[config.mk]
export PLATFORM = sky130hd
export DESIGN_NAME = ddc_tail_capture_ctrl
export DESIGN_NICKNAME = d
export VERILOG_FILES = /design/src/rtl/ddc_tail_capture_ctrl.sv
export SDC_FILE = /design/constraint.sdc
export NUM_CORES = 1
export LEC_CHECK = 0
export BUFFER_PORTS_ARGS = -buffer_cell sky130_fd_sc_hd__buf_2
export CAP_MARGIN = 20
export CELL_PAD_IN_SITES_DETAIL_PLACEMENT = 0
export CELL_PAD_IN_SITES_GLOBAL_PLACEMENT = 2
export CORE_AREA = 3 3 287 289
export CTS_CLUSTER_DIAMETER = 40
export DETAILED_ROUTE_END_ITERATION = 12
export DIE_AREA = 0 0 290 292
export GPL_ROUTABILITY_DRIVEN = 1
export GPL_TIMING_DRIVEN = 0
export MAX_ROUTING_LAYER = met4
export PLACE_DENSITY = 0.9
export SYNTH_ARGS = -nofsm -noshare
export SYNTH_HDL_FRONTEND = slang
export SYNTH_SLANG_ARGS = --single-unit
[constraint.sdc]
create_clock -name clk -period 4.5 [get_ports clk]
set_input_delay 0.45 -clock clk [delete_from_list [all_inputs] [get_ports clk]]
set_output_delay 0.45 -clock clk [all_outputs]
set_load 0.02 [all_outputs]
[src/rtl/ddc_tail_capture_ctrl.sv]
// Threshold-triggered capture sequencer for the DDC tail sample stream.
// Ports: clk/reset, in_data/in_valid sample stream, Avalon-MM slave
// (address, chipselect, read, write_n, writedata, readdata), irq level.
module ddc_tail_capture_ctrl #(
    parameter int DATA_W = 14,
    parameter int DEPTH  = 64,
    parameter int ADDR_W = 6
) (
    input  logic              clk,
    input  logic              reset,
    input  logic [DATA_W-1:0] in_data,
    input  logic              in_valid,
    input  logic [2:0]        address,
    input  logic              chipselect,
    input  logic              read,
    input  logic              write_n,
    input  logic [31:0]       writedata,
    output logic [31:0]       readdata,
    output logic              irq
);

    typedef enum logic [1:0] {
        IDLE    = 2'd0,
        ARMED   = 2'd1,
        CAPTURE = 2'd2,
        DONE    = 2'd3
    } state_t;

    localparam logic [ADDR_W:0] DEPTH_L = (ADDR_W+1)'(DEPTH);
    localparam logic [ADDR_W:0] ONE_L   = (ADDR_W+1)'(1);

    state_t state, state_nx;

    logic [DATA_W-1:0] thresh;
    logic [ADDR_W:0]   length;
    logic [ADDR_W:0]   eff_len;
    logic [ADDR_W:0]   count;
    logic [ADDR_W:0]   count_inc;
    logic [ADDR_W-1:0] wr_ptr;
    logic [ADDR_W-1:0] rd_ptr;
    logic              irq_en;
    logic              done;
    logic              underflow;
    logic              prev_below;

    logic [DATA_W-1:0] mem [DEPTH];

    logic wr_en, rd_en;
    logic arm, abort, trigger;
    logic clr_buf, sample_wr, set_done, clr_uflow;
    logic pop, uflow_set;
    logic [31:0] rdata_nx;

    logic unused_wdata;
    assign unused_wdata = ^writedata[31:DATA_W];

    assign wr_en = chipselect && !write_n;
    assign rd_en = chipselect && read;

    assign arm   = wr_en && (address == 3'd0) && writedata[0];
    assign abort = wr_en && (address == 3'd0) && writedata[1];

    // Rising crossing only: previous sample below, current at/above.
    assign trigger = in_valid && prev_below && (in_data >= thresh);

    // 0 or anything beyond the buffer means "fill the whole buffer".
    assign eff_len = ((length == '0) || (length > DEPTH_L)) ? DEPTH_L : length;
    assign count_inc = count + ONE_L;

    assign pop = rd_en && (address == 3'd4) && (state == DONE) && (count != '0);
    assign uflow_set = rd_en && (address == 3'd4) && !pop;

    always_ff @(posedge clk or posedge reset) begin
        if (reset) begin
            state <= IDLE;
        end else begin
            state <= state_nx;
        end
    end

    always_comb begin
        state_nx  = state;
        clr_buf   = 1'b0;
        sample_wr = 1'b0;
        set_done  = 1'b0;
        clr_uflow = 1'b0;
        if (abort) begin
            state_nx = IDLE;
            clr_buf  = 1'b1;
        end else begin
            unique case (state)
                IDLE: begin
                    if (arm) begin
                        clr_buf   = 1'b1;
                        clr_uflow = 1'b1;
                        state_nx  = ARMED;
                    end
                end
                ARMED: begin
                    if (trigger) begin
                        sample_wr = 1'b1;
                        if (eff_len == ONE_L) begin
                            state_nx = DONE;
                            set_done = 1'b1;
                        end else begin
                            state_nx = CAPTURE;
                        end
                    end
                end
                CAPTURE: begin
                    if (in_valid) begin
                        sample_wr = 1'b1;
                        // >= so a live LENGTH cut below count ends on this write.
                        if (count_inc >= eff_len) begin
                            state_nx = DONE;
                            set_done = 1'b1;
                        end
                    end
                end
                DONE: begin
                    if (arm) begin
                        clr_buf  = 1'b1;
                        state_nx = ARMED;
                    end
                end
                default: state_nx = IDLE;
            endcase
        end
    end

    // Pointers and fill count; capture writes and pops never coincide.
    always_ff @(posedge clk or posedge reset) begin
        if (reset) begin
            wr_ptr <= '0;
            rd_ptr <= '0;
            count  <= '0;
        end else if (clr_buf) begin
            wr_ptr <= '0;
            rd_ptr <= '0;
            count  <= '0;
        end else if (sample_wr) begin
            wr_ptr <= wr_ptr + 1'b1;
            count  <= count_inc;
        end else if (pop) begin
            rd_ptr <= rd_ptr + 1'b1;
            count  <= count - ONE_L;
        end
    end

    always_ff @(posedge clk) begin
        if (sample_wr) begin
            mem[wr_ptr] <= in_data;
        end
    end

    always_ff @(posedge clk or posedge reset) begin
        if (reset) begin
            prev_below <= 1'b1;
        end else if (in_valid) begin
            prev_below <= (in_data < thresh);
        end
    end

    always_ff @(posedge clk or posedge reset) begin
        if (reset) begin
            irq_en <= 1'b0;
            thresh <= '0;
            length <= '0;
        end else if (wr_en) begin
            case (address)
                3'd0: irq_en <= writedata[2];
                3'd2: thresh <= writedata[DATA_W-1:0];
                3'd3: length <= writedata[ADDR_W:0];
                default: ;
            endcase
        end
    end

    // Hardware set beats a same-cycle software clear.
    always_ff @(posedge clk or posedge reset) begin
        if (reset) begin
            done      <= 1'b0;
            underflow <= 1'b0;
        end else begin
            if (set_done) begin
                done <= 1'b1;
            end else if (wr_en && (address == 3'd1) && writedata[2]) begin
                done <= 1'b0;
            end
            if (uflow_set) begin
                underflow <= 1'b1;
            end else if (clr_uflow ||
                         (wr_en && (address == 3'd1) && writedata[3])) begin
                underflow <= 1'b0;
            end
        end
    end

    always_comb begin
        rdata_nx = '0;
        case (address)
            3'd0: rdata_nx[2] = irq_en;
            3'd1: rdata_nx[3:0] = {underflow, done, state};
            3'd2: rdata_nx[DATA_W-1:0] = thresh;
            3'd3: rdata_nx[ADDR_W:0] = length;
            3'd4: if (pop) rdata_nx[DATA_W-1:0] = mem[rd_ptr];
            3'd5: rdata_nx[ADDR_W:0] = count;
            default: rdata_nx = '0;
        endcase
    end

    always_ff @(posedge clk or posedge reset) begin
        if (reset) begin
            readdata <= '0;
        end else if (rd_en) begin
            readdata <= rdata_nx;
        end
    end

    assign irq = done & irq_en;

endmodule

# Word-level counts from Yosys, hierarchy flattened
# Memory sizes are Yosys's and may differ from the RTL's.
# Index checks and enable logic that the tools add are counted.
# classes
n_addsub	4
magnitude_cmp	4
eq_ne	14
muxes	43
bitwise_logic	1
n_reduce_logical	33
# ops
op	count
$mux 6	5
$mux 7	4
$mux 1	20
$ge 14x14->1	1
$logic_and 1x1->1	14
$lt 14x14->1	1
$mux 14	1
$pmux 7 s2	1
$add 6x1->6 const B	2
$pmux 3 s4	1
$mux 2	5
$pmux 2 s5	1
$ne 3x3->1 const B	3
$reduce_and 2->1	4
$reduce_bool 2->1	4
$add 7x1->7 const B	1
$eq 7x1->1 const B	1
$ge 7x7->1	1
$gt 7x7->1 const B	1
$logic_not 7->1	1
$reduce_bool 7->1	1
$sub 7x1->7 const B	1
$eq 3x2->1 const B	2
$eq 3x3->1 const B	2
other kinds (17)	21
# word_totals
ff_bits	60
ramBits	896
inputBits	55
mem_count	1
# mem_list
memory	depth	width	rd	rd_clocked_by_memory_dff	write_ports	line	text
mem	64	14	1	0	1	46	logic [DATA_W-1:0] mem [DEPTH];

# Depth between registers and ports, before layout
# Gate-level depths: netlist (run 1).
# depth
depth_word	10
depth_mapped	11
ltp_nobuf	11

# Worst setup path after synthesis (run 1)
# Ideal clock, no wire load.
# synth_path
path_kind	reg-to-reg
from	register state[0]
to	memory mem[15][0] (enable)
setup_time_ns	0.403
arrival_time_ns	3.009
setup_slack_ns	1.088
path_stages_with_launch	11
path_buffers	2
synth_period_minus_slack_ns	3.412
cell_sequence	dfrtp_1 -> inv_1 -> ha_1 -> o211ai_1 -> a31oi_1 -> and3_1 -> a22o_1 -> nor2_1 -> buf_2 -> buf_4 -> nor3_1
# synth_via
elab_chain_cells	5
word_cells_on_any_way	6
# synth_rtl
element	line	text
start: declaration	32	state_t state, state_nx;
start signal: assignment	77	state <= state_nx;
$eq 2x2->1 or $eq 2x1->1 (tied branches)	91	unique case (state)
$pmux 1 s2 *	91	
$mux 1 *	87	if (abort) begin
$mux 1 *	151	if (sample_wr) begin
$mux 1 (implied by the code) *	152	mem[wr_ptr] <= in_data;
end: declaration	46	
# Every way passes the cells marked *; elsewhere a longest branch is shown, timed or not.

# Final worst setup path (run 1)
# layout_path
from	register rd_ptr[3]
to	register readdata[6]
# layout_via
elab_chain_cells	3
# layout_rtl
element	line	text
start: declaration	40	logic [ADDR_W-1:0] rd_ptr;
start signal: assignment	145	rd_ptr <= rd_ptr + 1'b1;
$mem_v2 64x14	--	
$mux 14	206	3'd4: if (pop) rdata_nx[DATA_W-1:0] = mem[rd_ptr];
$pmux 3 s4	201	case (address)
end signal: assignment	216	readdata <= rdata_nx;
end: declaration	18	output logic [31:0] readdata,
# Every way passes these cells.
# A chain may end at the register's enable or synchronous reset.

==> summary.txt, run 1 <==
Outcome
  • Status: finished with violations
  • Failing checks: setup timing

GRT
  • Vias in the first global route: 22,000
  • GRT Overall Usage: 0.279
  • Initial antenna violation count: 2
  • First-pass GRT wire length: 163 mm
  • Total global routing overflow: 0
  • Largest net degree at the start of global routing: 66

Placement
  • Gp weighted congestion: 0.957
  • IO buf count: 49
  • Post-DP HPWL: 77.8 mm
  • Placement Setup Slack: -1470 ps
  • Post-DP Area: 41,000 µm²

Synthesis
  • Yosys warnings: 0
  • Post-synth EDFFs: 896
  • Unique cell type count in the Yosys netlist: 65
  • Post-synthesis register bit count: 956
  • Seq/Total Area, Yosys: 0.739
  • Ys flop type: edfxtp_1
  • FFs w/ async S/R, synth: 0.0628
  • Area leader, netlist: edfxtp_1
  • Post-Syn Area: 38,400 µm²
  • Area contributors post-synth: edfxtp_1 (70%), mux4_2 (10%), dfrtp_1 (3.8%), mux2i_1 (3.2%), nand2_1 (1.3%)
  • Syn Area/Cell: 18.5 µm²
  • Post-synth top area share: 0.700
  • Synth Instances: 2,074

Timing
  • Final hold violations: 0
  • Final max-slew violation count: 0
  • Fin Clk Skew: 28.8 ps
  • Max Clock Freq: 217 MHz
  • Final worst setup slack: -118 ps
  • Final worst-path cycle share: 1.03
  • Min cycle time layout: 4620 ps
  • Setup_tns: -118 ps
  • Slew HR: 0.183
  • RSZ-0062 raised after global routing: false
  • Least-Margin Pin Slew: 1230 ps
  • Final Setup Violations: 1

Setup path
  • CP max stage cell: clkbuf_1
  • Crit path cell chain: clkbuf_1 > inv_2 > buf_1 > clkbuf_1 > mux2i_1 > a221oi_1 > o21ai_0 > nand3_1
  • Reg2Reg Depth: 8
  • Delay-heaviest family, CP: buffers and inverters
  • Max FO, Critical Path: 10
  • Worst setup path end: readdata[6]$_DFFE_PP0P_
  • Worst EP arrival: 5170 ps
  • CP endpoint kind: register
  • Crit path from: rd_ptr[3]$_DFFE_PP0P_
  • Worst r2r src: rd_ptr[3]$_DFFE_PP0P_
  • CP Launch Type: register
  • Critical path depth: 8
  • Worst flop-to-flop path endpoint: readdata[6]$_DFFE_PP0P_
  • CP peak stage delay: 970 ps
  • CP dominant cell by count: clkbuf_1
  • R2R Setup Slk: -120 ps
  • Critical path class: register to register
  • Req. time, crit path: 5050 ps
  • CP Buf/Inv Count: 4

Layout
  • Fraction of layout instances using a drive strength above 1: 0.265
  • Area occupied by multi-input gates: 9490 µm²
  • FF+latch area: 28,400 µm²
  • Final core occ: 0.563
  • FILL cells: 5,911
  • Final instance area: 45,100 µm²
  • Area growth from synthesis to layout: 17.4%
  • Post-layout net count: 2,422

Detailed routing
  • Via/cell ratio: 6.40
  • Vias: 22,400
  • Final WL: 115 mm
  • Pre-antenna DRT Iters: 6
  • Wirelength per Cell: 32.8 µm
  • DRT iter0 DRCs: 3,324
  • Antenna Nets Post-Route: 0
  • Remaining DRCs: 0

Pwr
  • Worst IR Drop VDD: 346 µV
  • Leakage power: 14.7 nW
  • P per Cell Area: 549 nW/µm²

Clocking
  • Clock Sinks: 956
  • Total CTS buffers: 113
  • H-tree levels: 3
  • Clk slew on worst S/H paths: 60 ps
  • Maximum buffer depth of the clock tree: 3
  • Clock Latency Late Sink: 690 ps
  • CTS tree: yes
  • Clock Tree Root: clkbuf_16

Die
  • Core area: 80,200 µm²
  • Starting Density: 0.479
  • Cell Rows: 104
  • Die area: 84,700 µm²
  • Die Width: 290 µm
  • Die Y: 292 µm
  • Io pins: 88

Run
  • Max cap viols: 0

Min path
  • Worst min-delay path category: input pin to register
cell usage after synthesis (all sizes together) (3+ instances only):
cell type / n
o22ai: 29
or4: 4
ha: 30
a21oi: 46
a22oi: 13
and2: 4
o31ai: 9
inv: 29
o221ai: 27
nand4: 6
a21o: 9
nand3b: 4
xnor2: 6
nor3: 27
edfxtp: 896
o21ai: 39
clkbuf: 49
mux4: 173
o211ai: 4
a221oi: 17
nor2: 99
a211oi: 31
mux2: 31
buf: 84
nand4b: 3
nand2: 131
a22o: 10
o22a: 3
nand2b: 12
xor2: 4
a211o: 9
dfrtp: 59
nor2b: 4
or3: 10
mux2i: 121
nand3: 15
where the power goes:
part	switching, mW	internal, mW
clock network	3.79	5.46
registers	0.142	9.88
logic	3.42	2.07
total	7.35	17.4
timing repair:
item,CTS,global route
gates resized for setup,13,11
pin swaps,4,0
setup buffers,6,0
cloned,0,0
endpoints found under the hold margin,28,0
setup endpoints to repair,523,278
hold buffers,7,0
per-stage QoR:
step / instances / power, mW / hold WS (ps)
after floorplan: 2091 / 13.3 / 463
after global placement: 3200 / 15.3 / 470
after detailed placement: 3266 / 15.5 / 469
after CTS: 3491 / 24.7 / 6.60
after global routing: 3496 / 25.4 / 12.2
final: 3497 / 24.8 / 23.6
worst min-delay path by stage:
stage,start,endpoint,slack [ps],cells past startpoint
final,writedata[7],thresh[7]$_DFFE_PP0P_,20,2
after global routing,writedata[7],thresh[7]$_DFFE_PP0P_,10,2
after CTS,writedata[7],thresh[7]$_DFFE_PP0P_,7,2
after detailed placement,readdata[8]$_DFFE_PP0P_,readdata[8]$_DFFE_PP0P_,470,2
after global placement,readdata[11]$_DFFE_PP0P_,readdata[11]$_DFFE_PP0P_,470,2
after floorplan,underflow$_DFFE_PP0P_,underflow$_DFFE_PP0P_,460,2
cell type report:
cell class / instances / share of cell area
sequential: 956 / 0.630
multi-input combinational: 973 / 0.210
clock buffer: 125 / 0.0641
tap: 1060 / 0.0294
timing repair buffer: 131 / 0.0281
clock inverter: 87 / 0.0209
buffer: 133 / 0.0149
inverter: 29 / 0.00241
antenna: 3 / 0.000166
sequential cells by signal, summed over array words and instances (netlist names), 2 cells and up:
register	flops
mem	896
rd_ptr	6
wr_ptr	6
thresh	14
readdata	14
state	2
length	7
count	7
routing by layer:
layer,GRT usage,vias up,part of all wire
met4,0.118,0,0.049
li1,-,8923,-
met5,-,-,0
met3,0.0873,302,0.14
met1,0.362,11500,0.36
met2,0.411,1684,0.46
cells by family after synthesis:
family,count (synthesis),share of synthesized area
AO/OA/AOI/OAI,260,0.0469
XOR/XNOR,10,0.00228
adder cells (fa/ha/maj),30,0.00977
buffers and inverters,162,0.0203
flip-flops,956,0.739
multiplexers,325,0.142
other,1,0.0000976
AND/OR/NAND/NOR,330,0.0392
layout by cell type, fill, tap and decap left out, drive strengths merged, types with 12 or more instances in the layout:
cell / synthesis / routed
a22oi: 13 / 13
nor3: 27 / 27
edfxtp: 896 / 896
clkbuf: 49 / 175
a221oi: 17 / 17
conb: 1 / 18
a21oi: 46 / 46
inv: 29 / 49
nand3: 15 / 15
dfrtp: 59 / 59
mux4: 173 / 173
nor2: 99 / 99
mux2: 31 / 31
nand2: 131 / 131
nand2b: 12 / 12
mux2i: 121 / 121
clkinv: 0 / 41
o21ai: 39 / 39
ha: 30 / 30
a211oi: 31 / 31
o22ai: 29 / 29
clkinvlp: 0 / 13
bufinv: 0 / 13
buf: 84 / 207
o221ai: 27 / 27
Power figures use the tool's default switching activity.
==> run 2, diff against run 1 <==
--- a/config.mk
+++ b/config.mk
@@ -5,14 +5,14 @@
 export SDC_FILE = /design/constraint.sdc
 export NUM_CORES = 1
 export LEC_CHECK = 0
-export BUFFER_PORTS_ARGS = -buffer_cell sky130_fd_sc_hd__buf_2
 export CAP_MARGIN = 20
 export CELL_PAD_IN_SITES_DETAIL_PLACEMENT = 0
 export CELL_PAD_IN_SITES_GLOBAL_PLACEMENT = 2
-export CORE_AREA = 3 3 287 289
+export CORE_AREA = 3 3 285 287
 export CTS_CLUSTER_DIAMETER = 40
 export DETAILED_ROUTE_END_ITERATION = 12
-export DIE_AREA = 0 0 290 292
+export DIE_AREA = 0 0 288 290
+export DONT_BUFFER_PORTS = 1
 export GPL_ROUTABILITY_DRIVEN = 1
 export GPL_TIMING_DRIVEN = 0
 export MAX_ROUTING_LAYER = met4
==> run 2 against run 1 <==
The run still ends with setup timing left. Hold slack better by 33 ps. Clock power up 2.5%. Via count down 0.34%. Die area down 1.4%. Combinational power down 2%. Global-route usage up 1.3 points. Non-clock buffer count down 39. Power up 0.52%. Critical endpoint unchanged. Largest cell class unchanged.
==> summary.txt, run 2 (synthesis results as in run 1) <==
Clocking
  • Maximum buffer depth of the clock tree: 3
  • CTS tree: yes
  • Total CTS buffers: 115
  • H-tree levels: 3
  • Clock Tree Root: clkbuf_16
  • Clk slew on worst S/H paths: 60 ps
  • Clock Sinks: 956
  • Clock Latency Late Sink: 690 ps

Run
  • Max cap viols: 0

GRT
  • GRT Overall Usage: 0.292
  • Initial antenna violation count: 7
  • Largest net degree at the start of global routing: 65
  • Total global routing overflow: 0
  • Vias in the first global route: 21,600
  • First-pass GRT wire length: 165 mm

Min path
  • Worst min-delay path category: input pin to register
  • Hold Crit Depth: 4

Timing
  • Min cycle time layout: 4590 ps
  • Final max-slew violation count: 0
  • Final Setup Violations: 1
  • Final worst setup slack: -89.0 ps
  • Fin Clk Skew: 41.0 ps
  • Slew HR: 0.191
  • Final worst-path cycle share: 1.02
  • Least-Margin Pin Slew: 1180 ps
  • Max Clock Freq: 218 MHz
  • Final hold violations: 0
  • RSZ-0062 raised after global routing: true

Pwr
  • Seq pwr share: 0.404
  • P per Cell Area: 550 nW/µm²
  • Sw frac: 0.294
  • Worst IR Drop VDD: 374 µV
  • Combinational Power Share: 0.216
  • Clock power share: 0.381
  • Internal power: 17.6 mW
  • P_sw: 7.32 mW
  • Tot Pwr: 24.9 mW
  • Leakage power: 14.7 nW

Die
  • Cell Rows: 103
  • Starting Density: 0.487
  • Io pins: 88
  • Die Width: 288 µm
  • Die area: 83,500 µm²
  • Core area: 78,900 µm²
  • Die Y: 290 µm

Setup path
  • Req. time, crit path: 5020 ps
  • CP endpoint kind: register
  • Max FO, Critical Path: 10
  • Reg2Reg Depth: 8
  • Worst EP arrival: 5110 ps
  • Critical path class: register to register
  • CP Launch Type: register

Detailed routing
  • Remaining DRCs: 0
  • Wirelength per Cell: 34.0 µm
  • Antenna Nets Post-Route: 0
  • Vias: 22,300
  • DRT iter0 DRCs: 3,429
  • Final WL: 117 mm
  • Via/cell ratio: 6.46
  • Pre-antenna DRT Iters: 5

Layout
  • Max reg flops: 896
  • Commonest non-fill, non-tap cell in the layout: edfxtp_1
  • Final instance area: 45,200 µm²
  • Post-layout net count: 2,385
  • Fraction of layout instances using a drive strength above 1: 0.256
  • Largest registers: mem (896), readdata (14), thresh (14)
  • Area growth from synthesis to layout: 17.7%
  • Biggest register: mem
  • Most frequent cells in the layout: edfxtp_1 (896), mux4_2 (173), nand2_1 (131), mux2i_1 (121), clkbuf_16 (117)

Placement
  • Placement Setup Slack: -655 ps
  • Gp weighted congestion: 0.962
  • Post-DP HPWL: 75.0 mm
  • Post-DP Area: 40,500 µm²
  • IO buf count: 0

Outcome
  • Failing checks: setup timing
  • Status: finished with violations
run 2: layout make-up:
| class | instances | area [µm²] |
|---|---|---|
| plain buffers | 133 | 673 |
| multi-input cells | 973 | 9500 |
| clock inverters | 90 | 993 |
| well taps | 1050 | 1310 |
| flip-flops and latches | 956 | 28400 |
| fillers | 5771 | 33600 |
| inverters | 29 | 109 |
| clock buffers | 122 | 2950 |
| repair buffers | 92 | 1260 |
| diodes | 6 | 15.0 |
run 2: path summary, 6_finish.rpt:
check / start / endpoint / slack (ps)
worst max-delay path: rd_ptr[3]$_DFFE_PP0P_ / readdata[6]$_DFFE_PP0P_ / -90
worst min-delay path: write_n / done$_DFFE_PP0P_ / 60
worst max register to register: rd_ptr[3]$_DFFE_PP0P_ / readdata[6]$_DFFE_PP0P_ / -90
worst min register to register: prev_below$_DFFE_PP1P_ / prev_below$_DFFE_PP1P_ / 500
max in group asynchronous: reset / prev_below$_DFFE_PP1P_ / 3500
min in group asynchronous: reset / thresh[8]$_DFFE_PP0P_ / 300
run 2: worst max-delay path: stages (launching register included):
cell      delay, ps
dfrtp_1         420
clkbuf_1        510
inv_2           650
buf_1           780
clkbuf_1        860
mux2i_1         710
a221oi_1        160
o21ai_0         190
nand3_1         140
run 2: layer usage:
layer  vias up  global-route usage  routed length, µm
met5         -                   -                  0
met4         0               0.117               5290
met3       294               0.103              16900
met2      1667               0.418              53000
met1     11500               0.383              42200
li1       8862                   -                  -
run 2: through the flow:
stage,utilization,hold slack (ps),cells,setup TNS [ps]
3_3_place_gp,0.505,488,3141,-387980
3_5_place_dp,0.514,419,3190,-152770
4_1_cts,0.572,27.3,3443,0
5_1_grt,0.573,53.7,3451,-8.07
2_1_floorplan,-,463,2091,0
6_report,0.573,56.1,3451,-89.0
run 2: power by group through the flow:
stage / registers, mW / clock network, mW / logic [mW]
2_1_floorplan: 10.2 / 0 / 3.17
3_3_place_gp: 10.2 / 0 / 4.88
3_5_place_dp: 10.2 / 0 / 5.00
4_1_cts: 10.0 / 9.52 / 5.23
5_1_grt: 10.1 / 9.91 / 5.54
6_report: 10.0 / 9.48 / 5.37
run 2: repair_timing:
| item | CTS | global route |
|---|---|---|
| hold buffers | 30 | 0 |
| pin swaps | 4 | 0 |
| gates resized for setup | 11 | 11 |
| setup endpoints to repair | 414 | 275 |
| buffers inserted | 11 | 0 |
| endpoints found under the hold margin | 945 | 0 |
